## src/rtl/ahfp_pkg.sv

```systemverilog
// ahfp_pkg: shared widths and IEEE-style field helpers for the ahfp FP datapath.
// Helpers take the field widths as arguments and work on words up to 64 bits.
// Optional feature macro used by this datapath: AHFP_ADDSUB_SPECIAL_EN.
package ahfp_pkg;

  localparam int unsigned DEF_EXP_W = 8;
  localparam int unsigned DEF_MAN_W = 23;
  localparam int unsigned W         = 1 + DEF_EXP_W + DEF_MAN_W;
  localparam int unsigned SIG_W     = DEF_MAN_W + 1;
  localparam int unsigned GRS_W     = 3;

  function automatic logic sign_of(logic [63:0] w, int unsigned exp_w, int unsigned man_w);
    return 1'((w >> (exp_w + man_w)) & 64'd1);
  endfunction

  function automatic logic [63:0] exp_of(logic [63:0] w, int unsigned exp_w,
                                         int unsigned man_w);
    return (w >> man_w) & ((64'd1 << exp_w) - 64'd1);
  endfunction

  function automatic logic [63:0] man_of(logic [63:0] w, int unsigned man_w);
    return w & ((64'd1 << man_w) - 64'd1);
  endfunction

  // Canonical quiet NaN: sign 0, exponent all ones, mantissa MSB set.
  function automatic logic [63:0] qnan_word(int unsigned exp_w, int unsigned man_w);
    return (((64'd1 << exp_w) - 64'd1) << man_w) | (64'd1 << (man_w - 1));
  endfunction

  function automatic logic [63:0] inf_word(int unsigned exp_w, int unsigned man_w);
    return ((64'd1 << exp_w) - 64'd1) << man_w;
  endfunction

  // Largest finite magnitude: exponent all ones minus one, mantissa all ones.
  function automatic logic [63:0] max_finite_word(int unsigned exp_w, int unsigned man_w);
    return (((64'd1 << exp_w) - 64'd2) << man_w) | ((64'd1 << man_w) - 64'd1);
  endfunction

endpackage

```

## src/rtl/ahfp_lzc.sv

```systemverilog
// ahfp_lzc: combinational leading-zero counter; all-zero input returns WIDTH.
module ahfp_lzc #(
  parameter int unsigned WIDTH = 27,
  parameter int unsigned CNT_W = $clog2(WIDTH + 1)
) (
  input  logic [WIDTH-1:0] value,
  output logic [CNT_W-1:0] count
);

  // Scan upward so the most significant set bit has the final say.
  always_comb begin
    count = CNT_W'(WIDTH);
    for (int unsigned i = 0; i < WIDTH; i++) begin
      if (value[i]) count = CNT_W'(WIDTH - 1 - i);
    end
  end

endmodule

```

## src/rtl/ahfp_addsub_pipe.sv

```systemverilog
// ahfp_addsub_pipe: pipelined FP add/sub with valid/ready flow control and a tag.
// Operand capture, align, add and normalise/round registers give 3-edge latency.
// Define AHFP_ADDSUB_SPECIAL_EN for Inf/NaN handling and overflow to Inf; otherwise
// all-ones exponents are ordinary and overflow saturates to max finite.
module ahfp_addsub_pipe
  import ahfp_pkg::*;
#(
  parameter int unsigned EXP_W = DEF_EXP_W,
  parameter int unsigned MAN_W = DEF_MAN_W,
  parameter int unsigned TAG_W = 4
) (
  input  logic                 clk,
  input  logic                 rst,
  input  logic                 in_valid,
  output logic                 in_ready,
  input  logic                 op_sub,
  input  logic [EXP_W+MAN_W:0] dataa,
  input  logic [EXP_W+MAN_W:0] datab,
  input  logic [TAG_W-1:0]     in_tag,
  output logic                 out_valid,
  input  logic                 out_ready,
  output logic [EXP_W+MAN_W:0] result,
  output logic [TAG_W-1:0]     out_tag
);

  localparam int unsigned WORD_W = 1 + EXP_W + MAN_W;
  localparam int unsigned SIG_N  = MAN_W + 1;
  localparam int unsigned EXT_W  = SIG_N + GRS_W;      // significand plus guard/round/sticky
  localparam int unsigned SUM_W  = EXT_W + 1;          // plus carry
  localparam int unsigned LZC_W  = $clog2(EXT_W + 1);
  localparam int unsigned EW     = EXP_W + 2;          // signed exponent with headroom
  localparam logic [WORD_W-1:0] QNAN = WORD_W'(qnan_word(EXP_W, MAN_W));
  localparam logic [WORD_W-1:0] INF  = WORD_W'(inf_word(EXP_W, MAN_W));
`ifndef AHFP_ADDSUB_SPECIAL_EN
  localparam logic [WORD_W-1:0] MAXF = WORD_W'(max_finite_word(EXP_W, MAN_W));
`endif

  logic advance;

  logic                v0_q, sub0_q;
  logic [WORD_W-1:0]   a0_q, b0_q;
  logic [TAG_W-1:0]    tag0_q, tag1_q, tag2_q;
  logic                v1_q, sign1_q, effsub1_q, nan1_q, inf1_q, infs1_q;
  logic [EXP_W-1:0]    exp1_q, exp2_q;
  logic [EXT_W-1:0]    big1_q, small1_q;
  logic                v2_q, sign2_q, effsub2_q, nan2_q, inf2_q, infs2_q;
  logic [SUM_W-1:0]    sum2_q;

  logic                sa, sb, swap, sign1_d, effsub1_d, nan1_d, inf1_d, infs1_d;
  logic [EXP_W-1:0]    ea, eb, exp1_d, exp_diff;
  logic [MAN_W-1:0]    ma, mb;
  logic [SIG_N-1:0]    siga, sigb, sig_big, sig_small;
  logic [EXT_W-1:0]    big1_d, small1_d, small_ext, lost_mask;
  logic [SUM_W-1:0]    sum2_d;

  logic                carry, round_up;
  logic [LZC_W-1:0]    lz;
  logic [EXT_W-1:0]    norm;
  logic [EW-1:0]       exp_n, exp_f;
  logic [SIG_N:0]      rounded;
  logic [WORD_W-1:0]   result_d;

  // A single global stall: every stage moves only when the output slot frees up.
  assign advance  = !out_valid || out_ready;
  assign in_ready = advance;

  // Stage 1: unpack, order operands by magnitude and align the smaller one.
  always_comb begin
    sa   = sign_of(64'(a0_q), EXP_W, MAN_W);
    sb   = sign_of(64'(b0_q), EXP_W, MAN_W) ^ sub0_q;
    ea   = EXP_W'(exp_of(64'(a0_q), EXP_W, MAN_W));
    eb   = EXP_W'(exp_of(64'(b0_q), EXP_W, MAN_W));
    ma   = MAN_W'(man_of(64'(a0_q), MAN_W));
    mb   = MAN_W'(man_of(64'(b0_q), MAN_W));
    siga = (ea != '0) ? {1'b1, ma} : '0;  // zero exponent flushes to zero
    sigb = (eb != '0) ? {1'b1, mb} : '0;
    swap      = {eb, sigb} > {ea, siga};
    sign1_d   = swap ? sb : sa;
    exp1_d    = swap ? eb : ea;
    sig_big   = swap ? sigb : siga;
    sig_small = swap ? siga : sigb;
    exp_diff  = swap ? (eb - ea) : (ea - eb);
    effsub1_d = sa ^ sb;
    big1_d    = {sig_big, {GRS_W{1'b0}}};
    small_ext = {sig_small, {GRS_W{1'b0}}};
    lost_mask = ~({EXT_W{1'b1}} << exp_diff);
    if (32'(exp_diff) >= MAN_W + GRS_W) begin
      small1_d = {{(EXT_W-1){1'b0}}, |sig_small};
    end else begin
      small1_d = (small_ext >> exp_diff) | {{(EXT_W-1){1'b0}}, |(small_ext & lost_mask)};
    end
`ifdef AHFP_ADDSUB_SPECIAL_EN
    nan1_d  = (&ea && ma != '0) || (&eb && mb != '0)
           || (&ea && ma == '0 && &eb && mb == '0 && (sa ^ sb));
    inf1_d  = ((&ea && ma == '0) || (&eb && mb == '0)) && !nan1_d;
    infs1_d = (&ea && ma == '0) ? sa : sb;
`else
    nan1_d  = 1'b0;
    inf1_d  = 1'b0;
    infs1_d = 1'b0;
`endif
  end

  // Stage 2: magnitude add/subtract; big >= small so the difference is never negative.
  always_comb begin
    if (effsub1_q) sum2_d = {1'b0, big1_q} - {1'b0, small1_q};
    else           sum2_d = {1'b0, big1_q} + {1'b0, small1_q};
  end

  ahfp_lzc #(
    .WIDTH(EXT_W),
    .CNT_W(LZC_W)
  ) u_lzc (
    .value(sum2_q[EXT_W-1:0]),
    .count(lz)
  );

  // Stage 3: normalise, round to nearest even, then resolve zero/under/overflow/specials.
  always_comb begin
    carry = sum2_q[SUM_W-1];
    if (carry) begin
      norm  = {sum2_q[SUM_W-1:2], |sum2_q[1:0]};
      exp_n = {2'b00, exp2_q} + EW'(1);
    end else begin
      norm  = sum2_q[EXT_W-1:0] << lz;
      exp_n = {2'b00, exp2_q} - EW'(lz);
    end
    round_up = norm[2] & (norm[1] | norm[0] | norm[3]);
    rounded  = {1'b0, norm[EXT_W-1:GRS_W]} + (SIG_N+1)'(round_up);
    exp_f    = exp_n + EW'(rounded[SIG_N]);
    result_d = {sign2_q, exp_f[EXP_W-1:0], rounded[MAN_W-1:0]};
    if (sum2_q == '0) begin
      // Exact cancellation is +0; only same-sign zero operands keep their sign.
      result_d = {sign2_q & ~effsub2_q, {(WORD_W-1){1'b0}}};
    end else if (exp_f[EW-1] || exp_f == '0) begin
      result_d = {sign2_q, {(WORD_W-1){1'b0}}};
    end else if (exp_f >= EW'((1 << EXP_W) - 1)) begin
`ifdef AHFP_ADDSUB_SPECIAL_EN
      result_d = {sign2_q, INF[WORD_W-2:0]};
`else
      result_d = {sign2_q, MAXF[WORD_W-2:0]};
`endif
    end
    if (nan2_q)      result_d = QNAN;
    else if (inf2_q) result_d = {infs2_q, INF[WORD_W-2:0]};
  end

  // Control state: stage valids and the output register, cleared by reset.
  always_ff @(posedge clk) begin
    if (rst) begin
      v0_q      <= 1'b0;
      v1_q      <= 1'b0;
      v2_q      <= 1'b0;
      out_valid <= 1'b0;
      result    <= '0;
      out_tag   <= '0;
    end else if (advance) begin
      v0_q      <= in_valid;
      v1_q      <= v0_q;
      v2_q      <= v1_q;
      out_valid <= v2_q;
      if (v2_q) begin
        result  <= result_d;
        out_tag <= tag2_q;
      end
    end
  end

  // Datapath registers; bubbles carry don't-care payload so no reset is needed.
  always_ff @(posedge clk) begin
    if (advance) begin
      a0_q      <= dataa;
      b0_q      <= datab;
      sub0_q    <= op_sub;
      tag0_q    <= in_tag;
      sign1_q   <= sign1_d;
      effsub1_q <= effsub1_d;
      exp1_q    <= exp1_d;
      big1_q    <= big1_d;
      small1_q  <= small1_d;
      nan1_q    <= nan1_d;
      inf1_q    <= inf1_d;
      infs1_q   <= infs1_d;
      tag1_q    <= tag0_q;
      sign2_q   <= sign1_q;
      effsub2_q <= effsub1_q;
      exp2_q    <= exp1_q;
      sum2_q    <= sum2_d;
      nan2_q    <= nan1_q;
      inf2_q    <= inf1_q;
      infs2_q   <= infs1_q;
      tag2_q    <= tag1_q;
    end
  end

endmodule

```

## config.mk

```make
export PLATFORM = sky130hd
export DESIGN_NAME = ahfp_addsub_pipe
export DESIGN_NICKNAME = d
export VERILOG_FILES = /design/src/rtl/ahfp_pkg.sv /design/src/rtl/ahfp_lzc.sv /design/src/rtl/ahfp_addsub_pipe.sv
export SDC_FILE = /design/constraint.sdc
export NUM_CORES = 1
export LEC_CHECK = 0
export BUFFER_PORTS_ARGS = -buffer_cell sky130_fd_sc_hd__buf_2
export CORE_MARGIN = 2
export CORE_UTILIZATION = 46
export CTS_CLUSTER_SIZE = 12
export DETAILED_ROUTE_END_ITERATION = 8
export GPL_TIMING_DRIVEN = 0
export SYNTH_ARGS = -nofsm -noshare
export SYNTH_HDL_FRONTEND = slang
export SYNTH_HIERARCHICAL = 1
export SYNTH_SLANG_ARGS = --single-unit
```

## constraint.sdc

```tcl
create_clock -name clk -period 12.33 [get_ports clk]
set_input_delay 0.6165 -clock clk [delete_from_list [all_inputs] [get_ports clk]]
set_output_delay 0.6165 -clock clk [all_outputs]
set_load 0.05 [all_outputs]
```

# After elaboration in Yosys (flattened, before gate mapping)
# Index checks and enable logic that the tools add are counted.
dict set report op_classes {
  n_addsub 8
  magnitude_cmp 3
  shifts 3
  n_mux 41
  n_bitwise 10
  n_reduce_logical 11
}
# cell count
set op_table {}
lappend op_table {{2-to-1 mux 24 bit} 4}
lappend op_table {{2-to-1 mux 5 bit} 16}
lappend op_table {{2-to-1 mux 31 bit} 2}
lappend op_table {{> comparator 32 bit} 1}
lappend op_table {{2-to-1 mux 32 bit} 1}
lappend op_table {{2-to-1 mux 4 bit} 8}
lappend op_table {{adder 27 x 27 -> 28 bit} 1}
lappend op_table {{logical NOT 28 bit} 1}
lappend op_table {{2-to-1 mux 28 bit} 1}
lappend op_table {{subtractor 27 x 27 -> 28 bit} 1}
lappend op_table {{AND 27 bit} 1}
lappend op_table {{2-to-1 mux 27 bit} 1}
lappend op_table {{NOT 27 bit} 1}
lappend op_table {{bitwise OR 27 x 1 -> 27 bit} 1}
lappend op_table {{OR reduction 27 bit} 1}
lappend op_table {{left shift 27 x 5 -> 27 bit} 1}
lappend op_table {{left shift 27 x 8 -> 27 bit, first input constant} 1}
lappend op_table {{right shift 27 x 8 -> 27 bit} 1}
lappend op_table {{adder 24 x 1 -> 25 bit} 1}
lappend op_table {{OR reduction 24 bit} 1}
lappend op_table {{2-to-1 mux 8 bit} 2}
lappend op_table {{nonzero test 8 bit} 2}
lappend op_table {{subtractor 8 bit} 2}
lappend op_table {{adder 10 x 1 -> 10 bit} 1}
lappend op_table {{16 further kinds} 23}
dict set report word_totals {
  regBits 216
  inputBits 73
  elab_cells 98
}

# Logic depth before layout (Yosys ltp)
# Gate-level depths: netlist (run 1).
dict set report depth {
  ltp_word 38
  ltp_mapped 29
}

# Modules after synthesis
# The synthesis (run 1) kept the hierarchy.
# module n_inst cells_per_inst area_each_um2 seq_area_each_um2
set by_module_without_submodules {}
lappend by_module_without_submodules {ahfp_addsub_pipe 1 1686 15697.6 6085.8}
lappend by_module_without_submodules {ahfp_lzc 1 51 277.8 0.0}

# Least setup slack after synthesis (run 1)
# Ideal clock, no wire load.
dict set report synth_timing {
  path_kind {input-to-reg}
  from {input out_ready}
  to {register result[0]}
  arrival_time_ps 8543
  required_ps 12260
  path_slack_ps 3717
  path_stages 8
  path_cell_list {nand2b_1 -> clkbuf_1 -> nand2_1 -> a211o_1 -> a31oi_1 -> clkbuf_1 -> o21ai_0 -> a21oi_1}
}
dict set report synth_between {
  elab_chain_cells 2
}
# item line
set synth_rtl {}
lappend synth_rtl {{start: declaration} ahfp_addsub_pipe.sv:21} ;# input logic out_ready,
lappend synth_rtl {{logical OR 1 bit} ahfp_addsub_pipe.sv:64} ;# assign advance = !out_valid || out_ready;
lappend synth_rtl {{net in_ready} ahfp_addsub_pipe.sv:15} ;# output logic in_ready,
lappend synth_rtl {{AND reduction 2 bit (no line)} n/a}
lappend synth_rtl {{end signal: assignment} ahfp_addsub_pipe.sv:163} ;# result <= result_d;
lappend synth_rtl {{end: declaration} ahfp_addsub_pipe.sv:22} ;# output logic [EXP_W+MAN_W:0] result,
# The timed path passes the listed nets, and every way through them passes these cells.
# A chain may end at the register's enable or synchronous reset.

# Worst setup path in the final report (run 1)
dict set report layout_timing {
  from {register sum2_q[3]}
  to {register result[1]}
}
dict set report layout_between {
  elab_chain_cells 35
  word_cells_on_any_way 40
}
# item line
set layout_rtl {}
lappend layout_rtl {{start: declaration} ahfp_addsub_pipe.sv:47} ;# logic [SUM_W-1:0] sum2_q;
lappend layout_rtl {{start signal: assignment} ahfp_addsub_pipe.sv:188} ;# sum2_q <= sum2_d;
lappend layout_rtl {{2-to-1 mux 4 bit * (8 in a row)} ahfp_lzc.sv:14} ;# if (value[i]) count = CNT_W'(WIDTH - 1 - i);
lappend layout_rtl {{2-to-1 mux 5 bit * (16 in a row)} ahfp_lzc.sv:14}
lappend layout_rtl {{net lz[0]} ahfp_addsub_pipe.sv:57} ;# logic [LZC_W-1:0] lz;
lappend layout_rtl {{left shift 27 x 5 -> 27 bit} ahfp_addsub_pipe.sv:125} ;# norm = sum2_q[EXT_W-1:0] << lz;
lappend layout_rtl {{2-to-1 mux 27 bit} ahfp_addsub_pipe.sv:121} ;# if (carry) begin
lappend layout_rtl {{bitwise OR 1 bit (2 in a row)} ahfp_addsub_pipe.sv:128} ;# round_up = norm[2] & (norm[1] | norm[0] | norm[3]);
lappend layout_rtl {{AND 1 bit} ahfp_addsub_pipe.sv:128}
lappend layout_rtl {{adder 24 x 1 -> 25 bit} ahfp_addsub_pipe.sv:129} ;# rounded = {1'b0, norm[EXT_W-1:GRS_W]} + (SIG_N+1)'(round_up);
lappend layout_rtl {{adder 10 x 1 -> 10 bit} ahfp_addsub_pipe.sv:130} ;# exp_f = exp_n + EW'(rounded[SIG_N]);
lappend layout_rtl {{>= comparator 10 x 8 -> 1 bit or logical NOT 10 bit (tied branches)} {ahfp_addsub_pipe.sv:137, ahfp_addsub_pipe.sv:135}}
lappend layout_rtl {{2-to-1 mux 31 bit or logical OR 1 bit (tied branches)} {ahfp_addsub_pipe.sv:137, ahfp_addsub_pipe.sv:135}}
lappend layout_rtl {{2-to-1 mux 31 bit *} ahfp_addsub_pipe.sv:135} ;# end else if (exp_f[EW-1] || exp_f == '0) begin
lappend layout_rtl {{2-to-1 mux 32 bit *} ahfp_addsub_pipe.sv:132} ;# if (sum2_q == '0) begin
# Mark *: on every way through the listed nets, which the timed path passes. The rest lies on a longest branch.

==> impl_metrics.json, run 1 <==
{
  "period_needed_ns": 7.788,
  "synth_compound_area_share_pct": 17.60,
  "synth_top_cell_area_share_pct": 33.08,
  "start_util_pct": 46.48,
  "cellPowerDensity_nw_per_um2": 175.6,
  "synth_top_family_by_area": "compound AO/OA/AOI/OAI gates",
  "cp_top_family": "compound AO/OA/AOI/OAI gates",
  "timing.final.ws_setup_ns": 4.542,
  "skew_ns": 0.03452,
  "routedWlPerCell_um": 20.98,
  "vias": 13760,
  "cts_made_buffers": 26,
  "layout_commonest_cell": "nand2_1",
  "crit_type": "reg -> reg",
  "finalSetupTns_ns": 0,
  "ys_seq_area_share_pct": 38.10,
  "synthesis.area_um2": 15980,
  "drt_pass1_iterations": 5,
  "synth_edf_count": 176,
  "grt_first_pass_wirelength_mm": 75.13,
  "insertion_delay_ns": 0.58,
  "finalSetupViolCount": 0,
  "arrival_ns": 8.26,
  "track_usage_pct": 26.88,
  "crit_buf_inv": 5,
  "totalWireLength_mm": 49.29,
  "vias_per_cell": 5.854,
  "dieHeight_um": 190.4,
  "critPathLaunchType": "register",
  "power.leakage_nw": 7.384,
  "post_cts_buffers": 0,
  "crit_path_end_kind": "register",
  "synth_warnings": 6,
  "rsz0062_at_grt": "false",
  "netlist_top_cells_area": "edfxtp_1 (33%), ha_1 (7.6%), dfxtp_1 (5.0%)",
  "die_w_um": 190.4,
  "antenna_cells": 0,
  "core-area_um2": 34370,
  "synthesis.nets": 1911,
  "report.final.slew_viol_count": 0,
  "root_buffer": "clkbuf_16",
  "syn_avg_cell_area_um2": 9.197,
  "grt_max_degree": 67,
  "final_area_um2": 18030,
  "maxCapViolations": 0,
  "synthAdderAreaFrac_pct": 8.161,
  "antenna_left": 0,
  "crit_fanout": 10,
  "placed_area_um2": 17150,
  "gp_congestion": 1.018,
  "cts_num_sinks": 216,
  "required_ns": 12.80,
  "synthSimpleGateAreaFrac_pct": 16.92,
  "port_buffers": 109,
  "grt_antenna_before_repair": 1,
  "die_area_um2": 36240,
  "ios": 111,
  "synthesis.instances": 1737,
  "drt-initial-drc-count": 965,
  "tightest_slew_ns": 1.152,
  "fin_nets": 2050,
  "post-route-util_pct": 52.46,
  "synthFlopType": "edfxtp_1",
  "hold_viol": 0,
  "max_freq_ghz": 0.1284,
  "grt_pass1_vias": 13250,
  "syn2layout_area_growth_pct": 12.87,
  "cp_slowest_cell": "a2111oi_0",
  "outcome": "completed",
  "finalPower_mw": 3.166,
  "drive_above_1_share_pct": 12.88,
  "ys_ff_latch": 216,
  "dpl.hpwl_mm": 39.36,
  "crit_path_max_incr_delay_ns": 0.75,
  "finalCritPeriodShare_pct": 63.16,
  "cts_buffer_depth": 3,
  "layout_common_cells": "nand2_1 (189), edfxtp_1 (176), nor2_1 (149)",
  "synth_xor_area_share_pct": 3.893,
  "synth.mux.area_fraction_pct": 10.28,
  "post-synth-top-area-cell": "edfxtp_1",
  "ir_drop_mv": 0.1107,
  "grt_overflow_total": 0,
  "cts_tree": "done",
  "cts_resized": 0,
  "path_clk_slew_ns": 0.06,
  "num-fill-cells": 3270,
  "yosysUniqueCellTypes": 94,
  "rows": 68,
  "maxSlewHeadroom_pct": 22.62,
  "route.detailed.drc": 0,
  "cts_max_level": 1,
  "dpl_worst_slack_ns": 4.591,
  "synth-async-reset-ratio_pct": 0,
  "hold_class": "in -> reg",
  "cts.hold.buffers_added": 0
}
-- stage by stage --
stage / hold slack (ns) / std cells
6_report: 0.2059 / 2350
5_1_grt: 0.1873 / 2350
4_1_cts: 0.1865 / 2350
3_5_place_dp: 0.4045 / 2303
3_3_place_gp: 0.4019 / 2301
2_1_floorplan: 0.4003 / 1737
-- final cells by class --
type | instances | area [µm²] | area share [%]
Buffer | 93 | 409.1 | 2.269
Clock buffer | 33 | 718.2 | 3.983
Clock inverter | 14 | 163.9 | 0.9090
Inverter | 107 | 401.6 | 2.227
Multi-Input combinational cell | 1321 | 9082 | 50.37
Sequential cell | 216 | 6086 | 33.75
Tap cell | 455 | 569.3 | 3.157
Timing Repair Buffer | 111 | 600.6 | 3.331
-- routing by layer --
layer	global-route usage (%)	routed length (µm)	up-vias
met1	31.69	19700	6517
met2	47.83	24570	447
met4	14.58	3008	0
met5	0	0	-
li1	-	-	6661
met3	3.018	2011	132
-- path summary, 6_finish.rpt --
check,slack (ns),endpoint,start,cells after the start
max,4.54,result[1],sum2_q[3],28
min,0.21,b0_q[26],datab[26],1
min reg2reg,0.42,tag2_q[1],tag1_q[1],0
max reg2reg,4.54,result[1],sum2_q[3],28
-- power breakdown --
group          internal, mW  switching [mW]
clock network         0.474           0.307
registers             0.898           0.143
logic                 0.528           0.815
-- logic make-up (layout without fill, tap and decap cells) --
kind of cell | count (synthesis) | after routing
mux | 122 | 122
flops | 216 | 216
compound gates | 454 | 454
fa+ha+maj | 102 | 102
buf+inv | 200 | 358
simple gates | 572 | 572
xor+xnor | 71 | 71
-- state kept, by name (all words and copies together) (netlist names) --
| register | cells |
|---|---|
| big1_q | 24 |
| sign2_q | 1 |
| result | 32 |
| sign1_q | 1 |
| small1_q | 27 |
| tag2_q | 4 |
| b0_q | 32 |
| out_tag | 4 |
| tag1_q | 4 |
| exp2_q | 8 |
| effsub2_q | 1 |
| v0_q | 1 |
| out_valid | 1 |
| exp1_q | 8 |
| effsub1_q | 1 |
| a0_q | 32 |
| sum2_q | 28 |
| sub0_q | 1 |
| v2_q | 1 |
| tag0_q | 4 |
| v1_q | 1 |
-- synthesized netlist by cell type (14+ instances only) --
cell type and count:
o21ai_0 125, buf_2 15, clkbuf_1 62, inv_1 104
a21oi_1 131, nand2_1 189, o211ai_1 14, mux2i_1 78
nor4_1 22, nand3_1 49, nor3_1 52, ha_1 97
nor2_1 149, and3_1 16, a211oi_1 21, a31oi_1 19
edfxtp_1 176, xnor2_1 45, nand2b_1 15, o22ai_1 14
xor2_1 26, mux4_2 31, dfxtp_1 40, a21o_1 20
Power figures use the tool's default switching activity.
==> run 2: changes to the inputs <==
- PLACE_DENSITY: unset -> 0.66
- clock period: 12.33 -> 6.9 ns (I/O delays scaled with it)
==> run 2 against run 1 <==
Net effect:
- cell count is 4.4% higher
- combinational power up 99%
- cell area grew 5.8%
- clock skew fell by 0.0069 ns
- maximum frequency grew 17%
- routed wire length rose by 2.7%
- core utilization rose by 3.1 points
- first-iteration DRC count is 13% higher
==> impl_metrics.json, run 2 (synthesis gave the netlist of run 1 again) <==
{
  "outcome": "completed",
  "ios": 111,
  "drt_pass1_iterations": 5,
  "drt-initial-drc-count": 1090,
  "grt_pass1_vias": 13850,
  "cellPowerDensity_nw_per_um2": 308.7,
  "route.detailed.drc": 0,
  "cts_tree": "done",
  "whs_path_depth": 3,
  "maxSlewHeadroom_pct": 20.52,
  "die_w_um": 190.4,
  "arrival_ns": 7.14,
  "root_buffer": "clkbuf_16",
  "period_needed_ns": 6.664,
  "grt_antenna_before_repair": 0,
  "finalSetupViolCount": 0,
  "cts_max_level": 1,
  "fin_nets": 2154,
  "cts_num_sinks": 216,
  "die_area_um2": 36240,
  "worstHoldStart": "in_valid",
  "r2r_cells": 27,
  "num-fill-cells": 3119,
  "hold_viol": 0,
  "rows": 68,
  "post-route-util_pct": 55.53,
  "port_buffers": 109,
  "syn2layout_area_growth_pct": 19.47,
  "maxCapViolations": 0,
  "max_freq_ghz": 0.1501,
  "layout_commonest_cell": "nand2_1",
  "hold_class": "in -> reg",
  "dpl_worst_slack_ns": -0.8207,
  "routedWlPerCell_um": 20.64,
  "totalWireLength_mm": 50.64,
  "start_util_pct": 46.48,
  "ir_drop_mv": 0.2407,
  "crit_fanout": 10,
  "core-area_um2": 34370,
  "largestRegisters": "a0_q: 32 flops, b0_q: 32 flops, result: 32 flops",
  "insertion_delay_ns": 0.56,
  "antenna_cells": 0,
  "holdPathEnd": "v0_q",
  "critPathLaunchType": "register",
  "required_ns": 7.37,
  "cts_made_buffers": 26,
  "gp_congestion": 0.9902,
  "finalPower_mw": 5.891,
  "rr_startpoint": "sum2_q[22]",
  "dpl.hpwl_mm": 39.00,
  "vias": 14330,
  "grt_first_pass_wirelength_mm": 77.03,
  "power.leakage_nw": 7.858,
  "rrSetupSlack_ns": 0.24,
  "drive_above_1_share_pct": 14.71,
  "dieHeight_um": 190.4,
  "finalCritPeriodShare_pct": 96.58,
  "grt_overflow_total": 0,
  "timing.final.ws_setup_ns": 0.2360,
  "cts_buffer_depth": 3,
  "skew_ns": 0.02759,
  "layout_common_cells": "nand2_1 (189), edfxtp_1 (176), nor2_1 (147)",
  "vias_per_cell": 5.840,
  "crit_path_end_kind": "register",
  "track_usage_pct": 27.47,
  "crit_type": "reg -> reg",
  "grt_max_degree": 102,
  "antenna_left": 0,
  "path_clk_slew_ns": 0.06,
  "tightest_slew_ns": 1.184,
  "report.final.slew_viol_count": 0,
  "rr_endpoint": "result[29]"
}
## run 2: worst max-delay path, stage by stage (launching register included)
cell and delay, ns:
edfxtp_1 0.52, buf_4 0.21, nor4_1 0.40, nand3_1 0.25, nor2_2 0.38, inv_1 0.17
clkbuf_2 0.26, mux2i_1 0.18, o2bb2ai_2 0.29, a22oi_2 0.15, nor3_2 0.19, or4b_1 0.44
buf_2 0.18, nor3_4 0.23, nand2b_2 0.12, nor4_4 0.31, o211a_1 0.19, ha_1 0.16
ha_1 0.20, nand2_1 0.10, or4_1 0.46, a221oi_1 0.29, o21ai_0 0.15, nand2_1 0.12
clkbuf_4 0.19, clkbuf_4 0.19, o21ai_0 0.12, a21oi_1 0.17
## run 2: area by class of cell
| class | instances | area (µm²) | share of cell area [%] |
|---|---|---|---|
| Sequential cell | 216 | 6086 | 31.89 |
| Inverter | 107 | 401.6 | 2.104 |
| Buffer | 93 | 441.7 | 2.314 |
| Tap cell | 455 | 569.3 | 2.983 |
| Timing Repair Buffer | 215 | 1534 | 8.037 |
| Clock buffer | 32 | 694.4 | 3.638 |
| Multi-Input combinational cell | 1321 | 9176 | 48.08 |
| Clock inverter | 15 | 182.7 | 0.9571 |
## run 2: worst max path at each step
stage	startpoint	to	cells past startpoint
final	sum2_q[22]	result[29]	27
after global routing	sum2_q[10]	result[0]	25
after CTS	sum2_q[10]	result[29]	27
after detailed placement	sum2_q[3]	result[29]	28
after global placement	sum2_q[3]	result[29]	28
after floorplan	sum2_q[10]	result[1]	27
## run 2: metal layers
layer  vias to the layer above  wire (µm)  share of wire, %  track usage, %
met2                       586      25280                50           49.40
li1                       6859          -                 -               -
met1                      6744      19570                39           31.35
met5                         -          0                 0               0
met3                       142       2383               4.7           2.852
met4                         0       3412               6.7           16.73
## run 2: power by group
group	internal (mW)	total, mW	switching (mW)
combinational	1.10	2.67	1.57
sequential	1.60	1.82	0.218
clock	0.861	1.40	0.541
## run 2: what timing repair did
| action | CTS | global route |
|---|---|---|
| endpoints found under the setup margin | 30 | 31 |
| hold endpoints to repair | 69 | 0 |
| resized for setup | 10 | 27 |
| setup buffers | 3 | 33 |
| pin swaps | 0 | 6 |
| gates cloned | 0 | 0 |
| hold buffers | 69 | 0 |
## run 2: per-stage QoR
| step | area (µm²) | hold slack [ns] | instances | setup TNS [ns] |
|---|---|---|---|---|
| finish | 19090 | 0.06237 | 2454 | 0 |
| global route | 19090 | 0.06259 | 2454 | -0.4274 |
| CTS | 18750 | 0.03518 | 2421 | 0 |
| detailed placement | 17130 | 0.4045 | 2302 | -16.61 |
| global placement | 17090 | 0.4023 | 2301 | -16.29 |
| floorplan | 15980 | 0.4003 | 1737 | 0 |
